### config.mk
export PLATFORM = sky130hd
export DESIGN_NAME = ps2_text_writer
export DESIGN_NICKNAME = d
export VERILOG_FILES = /design/src/rtl/ps2_text_writer.sv
export SDC_FILE = /design/constraint.sdc
export NUM_CORES = 1
export LEC_CHECK = 0
export CAP_MARGIN = 10
export CORE_MARGIN = 2
export CORE_UTILIZATION = 55
export CTS_CLUSTER_DIAMETER = 120
export DETAILED_ROUTE_END_ITERATION = 8
export DONT_BUFFER_PORTS = 1
export PLACE_DENSITY_LB_ADDON = 0.05
export SLEW_MARGIN = 20
export SYNTH_ARGS = -nofsm -noshare
export SYNTH_HDL_FRONTEND = slang
export SYNTH_SLANG_ARGS = --single-unit
export TNS_END_PERCENT = 1
### constraint.sdc
create_clock -name clk -period 3.45 [get_ports clk]
set_input_delay 0 -clock clk [delete_from_list [all_inputs] [get_ports clk]]
set_output_delay 0 -clock clk [all_outputs]
set_load 0.02 [all_outputs]
### src/rtl/ps2_text_writer.sv
// PS/2 keyboard receiver and scan-code-set-2 decoder that types ASCII characters
// into the shared text buffer at a cursor, owning the buffer write port.
module ps2_text_writer #(
    parameter int COLS    = 32,
    parameter int ROWS    = 22,
    parameter int TIMEOUT = 4000
) (
    input  logic       clk,
    input  logic       reset,
    input  logic       ps2_clk,
    input  logic       ps2_data,
    output logic       wr_en,
    output logic [9:0] wr_addr,
    output logic [7:0] wr_data,
    output logic [9:0] cursor,
    output logic       frame_err,
    output logic [1:0] rx_state
);

    localparam int         DEPTH = COLS * ROWS;
    localparam logic [9:0] LAST  = 10'(DEPTH - 1);
    localparam int         TW    = $clog2(TIMEOUT + 1);

    localparam logic [1:0] IDLE   = 2'd0;
    localparam logic [1:0] SHIFT  = 2'd1;
    localparam logic [1:0] PARITY = 2'd2;
    localparam logic [1:0] STOP   = 2'd3;

    localparam logic [1:0] K_NONE  = 2'd0;
    localparam logic [1:0] K_CHAR  = 2'd1;
    localparam logic [1:0] K_ENTER = 2'd2;
    localparam logic [1:0] K_BS    = 2'd3;

    // Synchronisers reset to the idle-high line level so reset release never
    // looks like a falling edge.
    logic [2:0] clk_s_q;
    logic [1:0] data_s_q;
    logic       fall;
    logic       bit_in;

    always_ff @(posedge clk or negedge reset) begin
        if (!reset) begin
            clk_s_q  <= 3'b111;
            data_s_q <= 2'b11;
        end else begin
            clk_s_q  <= {clk_s_q[1:0], ps2_clk};
            data_s_q <= {data_s_q[0], ps2_data};
        end
    end

    assign fall   = clk_s_q[2] & ~clk_s_q[1];
    assign bit_in = data_s_q[1];

    logic [1:0]    state_q, state_d;
    logic [2:0]    bit_cnt_q, bit_cnt_d;
    logic [7:0]    shift_q, shift_d;
    logic          parity_q, parity_d;
    logic [TW-1:0] tmo_q, tmo_d;
    logic          byte_valid_q, byte_valid_d;
    logic          rx_err_q, rx_err_d;

    always_comb begin
        state_d      = state_q;
        bit_cnt_d    = bit_cnt_q;
        shift_d      = shift_q;
        parity_d     = parity_q;
        byte_valid_d = 1'b0;
        rx_err_d     = 1'b0;
        if (fall || state_q == IDLE) tmo_d = '0;
        else                         tmo_d = tmo_q + 1'b1;

        if (fall) begin
            case (state_q)
                IDLE: begin
                    if (!bit_in) begin
                        state_d   = SHIFT;
                        bit_cnt_d = 3'd0;
                    end
                end
                SHIFT: begin
                    shift_d   = {bit_in, shift_q[7:1]};
                    bit_cnt_d = bit_cnt_q + 3'd1;
                    if (bit_cnt_q == 3'd7) state_d = PARITY;
                end
                PARITY: begin
                    parity_d = bit_in;
                    state_d  = STOP;
                end
                default: begin
                    if (bit_in && (^{shift_q, parity_q})) byte_valid_d = 1'b1;
                    else                                  rx_err_d     = 1'b1;
                    state_d = IDLE;
                end
            endcase
        end else if (state_q != IDLE && tmo_q == TW'(TIMEOUT - 1)) begin
            // TIMEOUT cycles since the last edge: abandon the partial frame.
            rx_err_d = 1'b1;
            state_d  = IDLE;
            tmo_d    = '0;
        end
    end

    always_ff @(posedge clk or negedge reset) begin
        if (!reset) begin
            state_q      <= IDLE;
            bit_cnt_q    <= 3'd0;
            shift_q      <= 8'd0;
            parity_q     <= 1'b0;
            tmo_q        <= '0;
            byte_valid_q <= 1'b0;
            rx_err_q     <= 1'b0;
        end else begin
            state_q      <= state_d;
            bit_cnt_q    <= bit_cnt_d;
            shift_q      <= shift_d;
            parity_q     <= parity_d;
            tmo_q        <= tmo_d;
            byte_valid_q <= byte_valid_d;
            rx_err_q     <= rx_err_d;
        end
    end

    // Returns {kind, ascii} for a make code.
    function automatic logic [9:0] decode_key(input logic [7:0] code);
        logic [9:0] r;
        r = {K_NONE, 8'h00};
        case (code)
            8'h1C: r = {K_CHAR, 8'h41}; 8'h32: r = {K_CHAR, 8'h42};
            8'h21: r = {K_CHAR, 8'h43}; 8'h23: r = {K_CHAR, 8'h44};
            8'h24: r = {K_CHAR, 8'h45}; 8'h2B: r = {K_CHAR, 8'h46};
            8'h34: r = {K_CHAR, 8'h47}; 8'h33: r = {K_CHAR, 8'h48};
            8'h43: r = {K_CHAR, 8'h49}; 8'h3B: r = {K_CHAR, 8'h4A};
            8'h42: r = {K_CHAR, 8'h4B}; 8'h4B: r = {K_CHAR, 8'h4C};
            8'h3A: r = {K_CHAR, 8'h4D}; 8'h31: r = {K_CHAR, 8'h4E};
            8'h44: r = {K_CHAR, 8'h4F}; 8'h4D: r = {K_CHAR, 8'h50};
            8'h15: r = {K_CHAR, 8'h51}; 8'h2D: r = {K_CHAR, 8'h52};
            8'h1B: r = {K_CHAR, 8'h53}; 8'h2C: r = {K_CHAR, 8'h54};
            8'h3C: r = {K_CHAR, 8'h55}; 8'h2A: r = {K_CHAR, 8'h56};
            8'h1D: r = {K_CHAR, 8'h57}; 8'h22: r = {K_CHAR, 8'h58};
            8'h35: r = {K_CHAR, 8'h59}; 8'h1A: r = {K_CHAR, 8'h5A};
            8'h45: r = {K_CHAR, 8'h30}; 8'h16: r = {K_CHAR, 8'h31};
            8'h1E: r = {K_CHAR, 8'h32}; 8'h26: r = {K_CHAR, 8'h33};
            8'h25: r = {K_CHAR, 8'h34}; 8'h2E: r = {K_CHAR, 8'h35};
            8'h36: r = {K_CHAR, 8'h36}; 8'h3D: r = {K_CHAR, 8'h37};
            8'h3E: r = {K_CHAR, 8'h38}; 8'h46: r = {K_CHAR, 8'h39};
            8'h29: r = {K_CHAR, 8'h20};
            8'h5A: r = {K_ENTER, 8'h00};
            8'h66: r = {K_BS, 8'h00};
            default: r = {K_NONE, 8'h00};
        endcase
        return r;
    endfunction

    logic       brk_q, brk_d;
    logic       ext_q, ext_d;
    logic       wr_en_q, wr_en_d;
    logic [9:0] wr_addr_q, wr_addr_d;
    logic [7:0] wr_data_q, wr_data_d;
    logic [9:0] cursor_q, cursor_d;
    logic [9:0] key;
    logic [9:0] row;

    assign key = decode_key(shift_q);
    assign row = cursor_q / 10'(COLS);

    always_comb begin
        brk_d     = brk_q;
        ext_d     = ext_q;
        wr_en_d   = 1'b0;
        wr_addr_d = wr_addr_q;
        wr_data_d = wr_data_q;
        cursor_d  = cursor_q;
        if (byte_valid_q) begin
            if (shift_q == 8'hF0) begin
                brk_d = 1'b1;
            end else if (shift_q == 8'hE0) begin
                ext_d = 1'b1;
            end else if (brk_q || ext_q) begin
                brk_d = 1'b0;
                ext_d = 1'b0;
            end else begin
                case (key[9:8])
                    K_CHAR: begin
                        wr_en_d   = 1'b1;
                        wr_addr_d = cursor_q;
                        wr_data_d = key[7:0];
                        cursor_d  = (cursor_q == LAST) ? 10'd0 : cursor_q + 10'd1;
                    end
                    K_ENTER: begin
                        cursor_d = (row == 10'(ROWS - 1)) ? 10'd0
                                                          : (row + 10'd1) * 10'(COLS);
                    end
                    K_BS: begin
                        if (cursor_q != 10'd0) begin
                            wr_en_d   = 1'b1;
                            wr_addr_d = cursor_q - 10'd1;
                            wr_data_d = 8'h20;
                            cursor_d  = cursor_q - 10'd1;
                        end
                    end
                    default: ;
                endcase
            end
        end
    end

    always_ff @(posedge clk or negedge reset) begin
        if (!reset) begin
            brk_q     <= 1'b0;
            ext_q     <= 1'b0;
            wr_en_q   <= 1'b0;
            wr_addr_q <= 10'd0;
            wr_data_q <= 8'd0;
            cursor_q  <= 10'd0;
        end else begin
            brk_q     <= brk_d;
            ext_q     <= ext_d;
            wr_en_q   <= wr_en_d;
            wr_addr_q <= wr_addr_d;
            wr_data_q <= wr_data_d;
            cursor_q  <= cursor_d;
        end
    end

    assign wr_en     = wr_en_q;
    assign wr_addr   = wr_addr_q;
    assign wr_data   = wr_data_q;
    assign cursor    = cursor_q;
    assign frame_err = rx_err_q;
    assign rx_state  = state_q;

endmodule

==> results of run 1 <==
## per-stage QoR
stage,instances,hold slack [ps],utilization [%],area [µm²]
after floorplan,489,-295.6,-,4397
after global placement,569,-293.0,57.32,4429
after detailed placement,569,-293.0,57.32,4429
after CTS,589,197.0,60.80,4698
after global routing,589,187.7,60.80,4698
final,589,212.2,60.80,4698
## flip-flops by register name, summed over array words and instances, names as in the netlist, 2 cells and up
signal     count
rx_state       2
data_s_q       2
bit_cnt_q      3
shift_q        8
clk_s_q        3
tmo_q         12
wr_addr       10
wr_data        7
cursor        10
## worst max-delay path by stage
| stage | cells past startpoint | slack [ps] | to | start |
|---|---|---|---|---|
| finish | 8 | 310 | cursor[7] | shift_q[1] |
| global placement | 8 | 410 | cursor[7] | shift_q[1] |
| CTS | 8 | 320 | cursor[7] | shift_q[1] |
| detailed placement | 8 | 330 | cursor[7] | shift_q[1] |
| floorplan | 11 | 730 | cursor[5] | shift_q[1] |
| global route | 8 | 90 | cursor[7] | shift_q[1] |
## power groups by stage
stage,clock [mW],sequential (mW),combinational (mW)
2_1_floorplan,0,0.948,0.977
3_3_place_gp,0,1.05,1.11
3_5_place_dp,0,1.06,1.11
4_1_cts,0.712,1.04,1.15
5_1_grt,0.748,1.07,1.29
6_report,0.697,1.04,1.15
## Yosys cell counts (7+ instances only)
cell	number	area [µm²]
nand2_1	47	176.4
buf_2	11	55.05
mux2_2	8	90.09
nand2b_1	10	62.56
xnor2_1	20	175.2
nor2b_1	11	68.82
xor2_1	7	61.31
ha_1	22	275.3
clkbuf_1	13	48.80
nor2_1	41	153.9
dfrtp_1	58	1451
o21ai_0	37	185.2
a21oi_1	18	90.09
inv_1	17	63.81
nand3_1	23	115.1
nor3_1	12	60.06
## worst register-to-register path: cells and delay by family (launching register included)
kind | cells | cell delay [ps]
muxes | 1 | 450
and+or+nand+nor | 1 | 230
DFF | 1 | 590
buffers and inverters | 1 | 190
adders and majority gates | 1 | 370
AOI/OAI and AO/OA | 4 | 1200
## cell families after synthesis
kind of cell    after synthesis  share of synthesized area (%)
mux                          17                          5.009
compound gates              125                          20.38
simple gates                182                          20.94
other cells                   1                        0.08529
flops                        63                          36.00
buf+inv                      52                          5.947
xor+xnor                     27                          5.379
fa+ha+maj                    22                          6.261
## area by class of cell
cell class	count	area [µm²]
Fill cell	677	3029
Multi-Input combinational cell	374	2552
Sequential cell	63	1583
Timing Repair Buffer	15	152.6
Clock buffer	10	127.6
Tap cell	102	127.6
Clock inverter	6	83.83
Inverter	19	71.32
## layer usage
metal / GRT usage (%) / vias to the layer above / share of wire, %
met5: 0 / - / 0
met4: 6.005 / 0 / 1.1
met3: 5.238 / 10 / 6.2
met2: 36.03 / 121 / 45
met1: 35.43 / 1663 / 48
li1: - / 1732 / -
==> metrics.md, run 1 <==
| Metric | Value |
|---|---|
| Most frequent CP cell | a221o_1 |
| Comb power frac | 39.8% |
| Crit. End Element | register |
| Vias in the first global route | 3374 |
| Clock root buffer | clkbuf_8 |
| Via count | 3526 |
| WL final | 9711 µm |
| Fin. max-slew vios | 0 |
| Fin. Hold Viols | 0 |
| Reg clk slew, reported paths | 70 ps |
| Syn_nets | 515 |
| CTS Hold Bufs | 4 |
| Commonest non-fill, non-tap cells in the layout | dfrtp_1, nand2_1, nor2_1 |
| Worst EP required | 3680 ps |
| CTS tree | done |
| Worst slack, placed | 325.5 ps |
| Setup violators final | 0 |
| Net switching power | 1.175 mW |
| Clock power share | 24.1% |
| Largest net degree at the start of global routing | 64 |
| Tot GR Track Use | 24.06% |
| Flops & latches, synth | 63 |
| Post-synth ARST share | 100.0% |
| First-pass GRT wire length | 16700 µm |
| Power Density | 615.6 nW/µm² |
| Synth cell types | 73 |
| Final Cycle Share | 91.05% |
| Worst-Skew Late Latency | 340 ps |
| Worst Hold Endpoint | data_s_q[0] |
| Synth Warn # | 0 |
| Layout area overhead | 6.858% |
| Clk_skew | 14.87 ps |
| Total gr overflow | 0 |
| GPL Wtd Cong | 0.9196 |
| Ys flop type | dfrtp_1 |
| Commonest non-fill, non-tap cell in the layout | dfrtp_1 |
| Post-route DRC | 0 |
| Delay-heaviest family, CP | compound AO/OA/AOI/OAI gates |
| Peak supply drop | 0.0003829 V |
| CP bufs+invs | 1 |
| FF-to-FF path depth | 8 |
| CTS Buf Count | 9 |
| Max Root-Sink Buffers | 2 |
| Post-DR wirelength/cell | 16.49 µm |
| Setup total negative slack | 0 ps |
| Mean Syn Cell Area | 8.991 µm² |
| Status | completed |
| IO Port Bufs | 0 |
| I/O pin count | 36 |
| Hold Startpoint | ps2_data |
| Core Box Area | 7727 µm² |
| Mapped Area | 4397 µm² |
| Reg2reg setup slack | 310 ps |
| Slowest cell on crit path | dfrtp_1 |
| Min cycle time layout | 3141 ps |
| Initial Util | 56.90% |
| Worst Hold Class | in2reg |
| Max_cap viols | 0 |
| Crit path kind | reg2reg |
| Final worst setup slack | 308.8 ps |
| Post-DP HPWL | 6867 µm |
| Die Width | 93.41 µm |
| Critical Path Max Stage Delay | 590 ps |
| TritonRoute pass-1 iters | 5 |
| Num rows | 32 |
| Die height | 93.41 µm |
| Synth Instances | 489 |
| Pleak | 1.995 nW |
| Setup bufs post-CTS | 0 |
| Worst reg2reg path endpoint | cursor[7] |
| Critical path arrival | 3370 ps |
| Cts repair resizes | 0 |
| RSZ-0062 raised after global routing | false |
| Sw Ratio | 40.62% |
| Total Nets Final | 508 |
| Die area | 8725 µm² |
| Sequential share of power | 36.1% |
| P_int | 1.717 mW |
| H-tree levels | 3 |
| Post-DRT Antenna Nets | 0 |
| DRT iter0 DRCs | 295 |
| TritonCTS Sinks | 63 |
| Ant diodes | 0 |
| Initial antenna violation count | 0 |
| Worst Max-Slew Pin Slew | 722.6 ps |
| Post-synth EDFFs | 0 |
| Crit-path max FO | 20 |
| Via/cell ratio | 5.986 |
| Hold depth | 1 |
| Max_slew headroom | 51.41% |
| Register area share after synthesis | 36.00% |
| Critical-path cell list | inv_1 > ha_1 > and3b_1 > a221o_1 > a32oi_4 > mux2_4 > a221o_1 > a21o_1 |
| Crit path launch type | register |
| Final Power | 2.892 mW |
| Achievable Freq | 318.4 MHz |
| Reg-to-Reg Start | shift_q[1] |
| Layout cell share with drive strength beyond 1 | 12.53% |
(Power assumes the default switching activity.)
==> run 2, diff against run 1 <==
==> constraint.sdc (replaced) <==
create_clock -name clk -period 3.45 [get_ports clk]
set_input_delay 0 -clock clk [delete_from_list [all_inputs] [get_ports clk]]
set_output_delay 0 -clock clk [all_outputs]
set_load 0.01 [all_outputs]
==> metrics.md, run 2 (synthesis results as in run 1) <==
| Metric | Value |
|---|---|
| Final worst setup slack | 315.3 ps |
| Reg2reg setup slack | 320 ps |
| H-tree levels | 3 |
| Max_slew headroom | 50.60% |
| Sequential share of power | 37.6% |
| Filler instances | 674 |
| FF-to-FF path depth | 8 |
| CTS Hold Bufs | 4 |
| CTS Buf Count | 9 |
| Setup violators final | 0 |
| DRT iter0 DRCs | 221 |
| Max Root-Sink Buffers | 2 |
| Largest net degree at the start of global routing | 64 |
| Biggest register | tmo_q |
| Peak supply drop | 0.0002681 V |
| Via count | 3537 |
| Worst Hold Class | in2reg |
| Fin. Hold Viols | 0 |
| Worst reg2reg path endpoint | cursor[7] |
| Pleak | 1.970 nW |
| IO Port Bufs | 0 |
| Final Power | 2.800 mW |
| Crit. End Element | register |
| Post-DRT Antenna Nets | 0 |
| CTS tree | done |
| Sw Ratio | 41.35% |
| Commonest non-fill, non-tap cells in the layout | dfrtp_1, nand2_1, nor2_1 |
| Met3 Use GR | 6.285% |
| Reg-to-Reg Start | shift_q[1] |
| Final Cycle Share | 90.86% |
| Worst-Skew Late Latency | 340 ps |
| Post-route DRC | 0 |
| Status | completed |
| Vias in the first global route | 3389 |
| Worst Max-Slew Pin Slew | 734.7 ps |
| Hold Startpoint | ps2_data |
| Die Width | 93.41 µm |
| WL final | 9841 µm |
| Cts repair resizes | 0 |
| Initial Util | 56.90% |
| Clock root buffer | clkbuf_8 |
| Grt met2 use | 36.21% |
| Die area | 8725 µm² |
| Core Box Area | 7727 µm² |
| Setup total negative slack | 0 ps |
| TritonCTS Sinks | 63 |
| Min cycle time layout | 3135 ps |
| Total gr overflow | 0 |
| GPL Wtd Cong | 0.9589 |
| Ant diodes | 0 |
| Total Nets Final | 506 |
| Layout area overhead | 6.005% |
| Reg clk slew, reported paths | 80 ps |
| Clock power share | 22.1% |
| GR Layer Usage met1 | 35.19% |
| Fin. max-slew vios | 0 |
| Setup bufs post-CTS | 0 |
| Crit-path max FO | 20 |
| Commonest non-fill, non-tap cell in the layout | dfrtp_1 |
| Hold depth | 1 |
| Crit path kind | reg2reg |
| Net switching power | 1.158 mW |
| Worst slack, placed | 339.5 ps |
| Worst EP required | 3680 ps |
| Layout cell share with drive strength beyond 1 | 12.16% |
| Power Density | 600.8 nW/µm² |
| Post-DR wirelength/cell | 16.76 µm |
| Layer with the highest usage | met2 |
| Post-DP HPWL | 6960 µm |
| Die height | 93.41 µm |
| P_int | 1.642 mW |
| Via/cell ratio | 6.026 |
| Worst Hold Endpoint | data_s_q[0] |
| Achievable Freq | 319.0 MHz |
| Critical path arrival | 3360 ps |
| Initial antenna violation count | 0 |
| I/O pin count | 36 |
| Clk_skew | 13.00 ps |
| First-pass GRT wire length | 16810 µm |
| Crit path launch type | register |
| TritonRoute pass-1 iters | 5 |
| Tot GR Track Use | 24.42% |
| Num rows | 32 |
| RSZ-0062 raised after global routing | false |
| Comb power frac | 40.3% |
| Max reg flops | 12 |
| Max_cap viols | 0 |
run 2: per-layer routing:
| layer | wire length [µm] | share of wire [%] |
|---|---|---|
| met4 | 140 | 1.4 |
| met3 | 731 | 7.4 |
| met2 | 4349 | 44 |
| met5 | 0 | 0 |
| met1 | 4620 | 47 |
run 2: area by class of cell:
cell class                      count  area, µm²  share of cell area (%)
Multi-Input combinational cell    374       2552                   54.77
Sequential cell                    63       1583                   33.96
Timing Repair Buffer               13      137.6                   2.953
Clock buffer                       10      127.6                   2.738
Tap cell                          102      127.6                   2.738
Inverter                           19      71.32                   1.530
Clock inverter                      6      61.31                   1.315
run 2: metrics by stage:
step | hold slack (ps) | utilization (%) | instances | area, µm²
after floorplan | -295.6 | - | 489 | 4397
after global placement | -293.1 | 57.12 | 567 | 4414
after detailed placement | -293.1 | 57.12 | 567 | 4414
after CTS | 180.5 | 60.31 | 587 | 4661
after global routing | 178.6 | 60.31 | 587 | 4661
final | 197.3 | 60.31 | 587 | 4661
run 2: critical path, cell delays in order, from the launching register on:
cell and delay, ps:
dfrtp_1 590, inv_1 190, ha_1 370, and3b_1 230, a221o_1 330, a32oi_4 400
mux2_4 450, a221o_1 280, a21o_1 180
run 2: worst max path at each step:
| stage | cells past startpoint | slack, ps | to | start |
|---|---|---|---|---|
| 5_1_grt | 8 | 120 | cursor[7] | shift_q[1] |
| 2_1_floorplan | 11 | 730 | cursor[5] | shift_q[1] |
| 6_report | 8 | 320 | cursor[7] | shift_q[1] |
| 3_5_place_dp | 8 | 340 | cursor[7] | shift_q[1] |
| 3_3_place_gp | 8 | 410 | cursor[7] | shift_q[1] |
| 4_1_cts | 8 | 320 | cursor[7] | shift_q[1] |
run 2: power by group through the flow:
stage               Sequential, mW  Clock, mW  Combinational, mW
floorplan                    0.936          0              0.977
CTS                           1.05      0.633               1.13
detailed placement            1.06          0               1.10
global placement              1.06          0               1.09
finish                        1.05      0.618               1.13
global route                  1.08      0.665               1.27
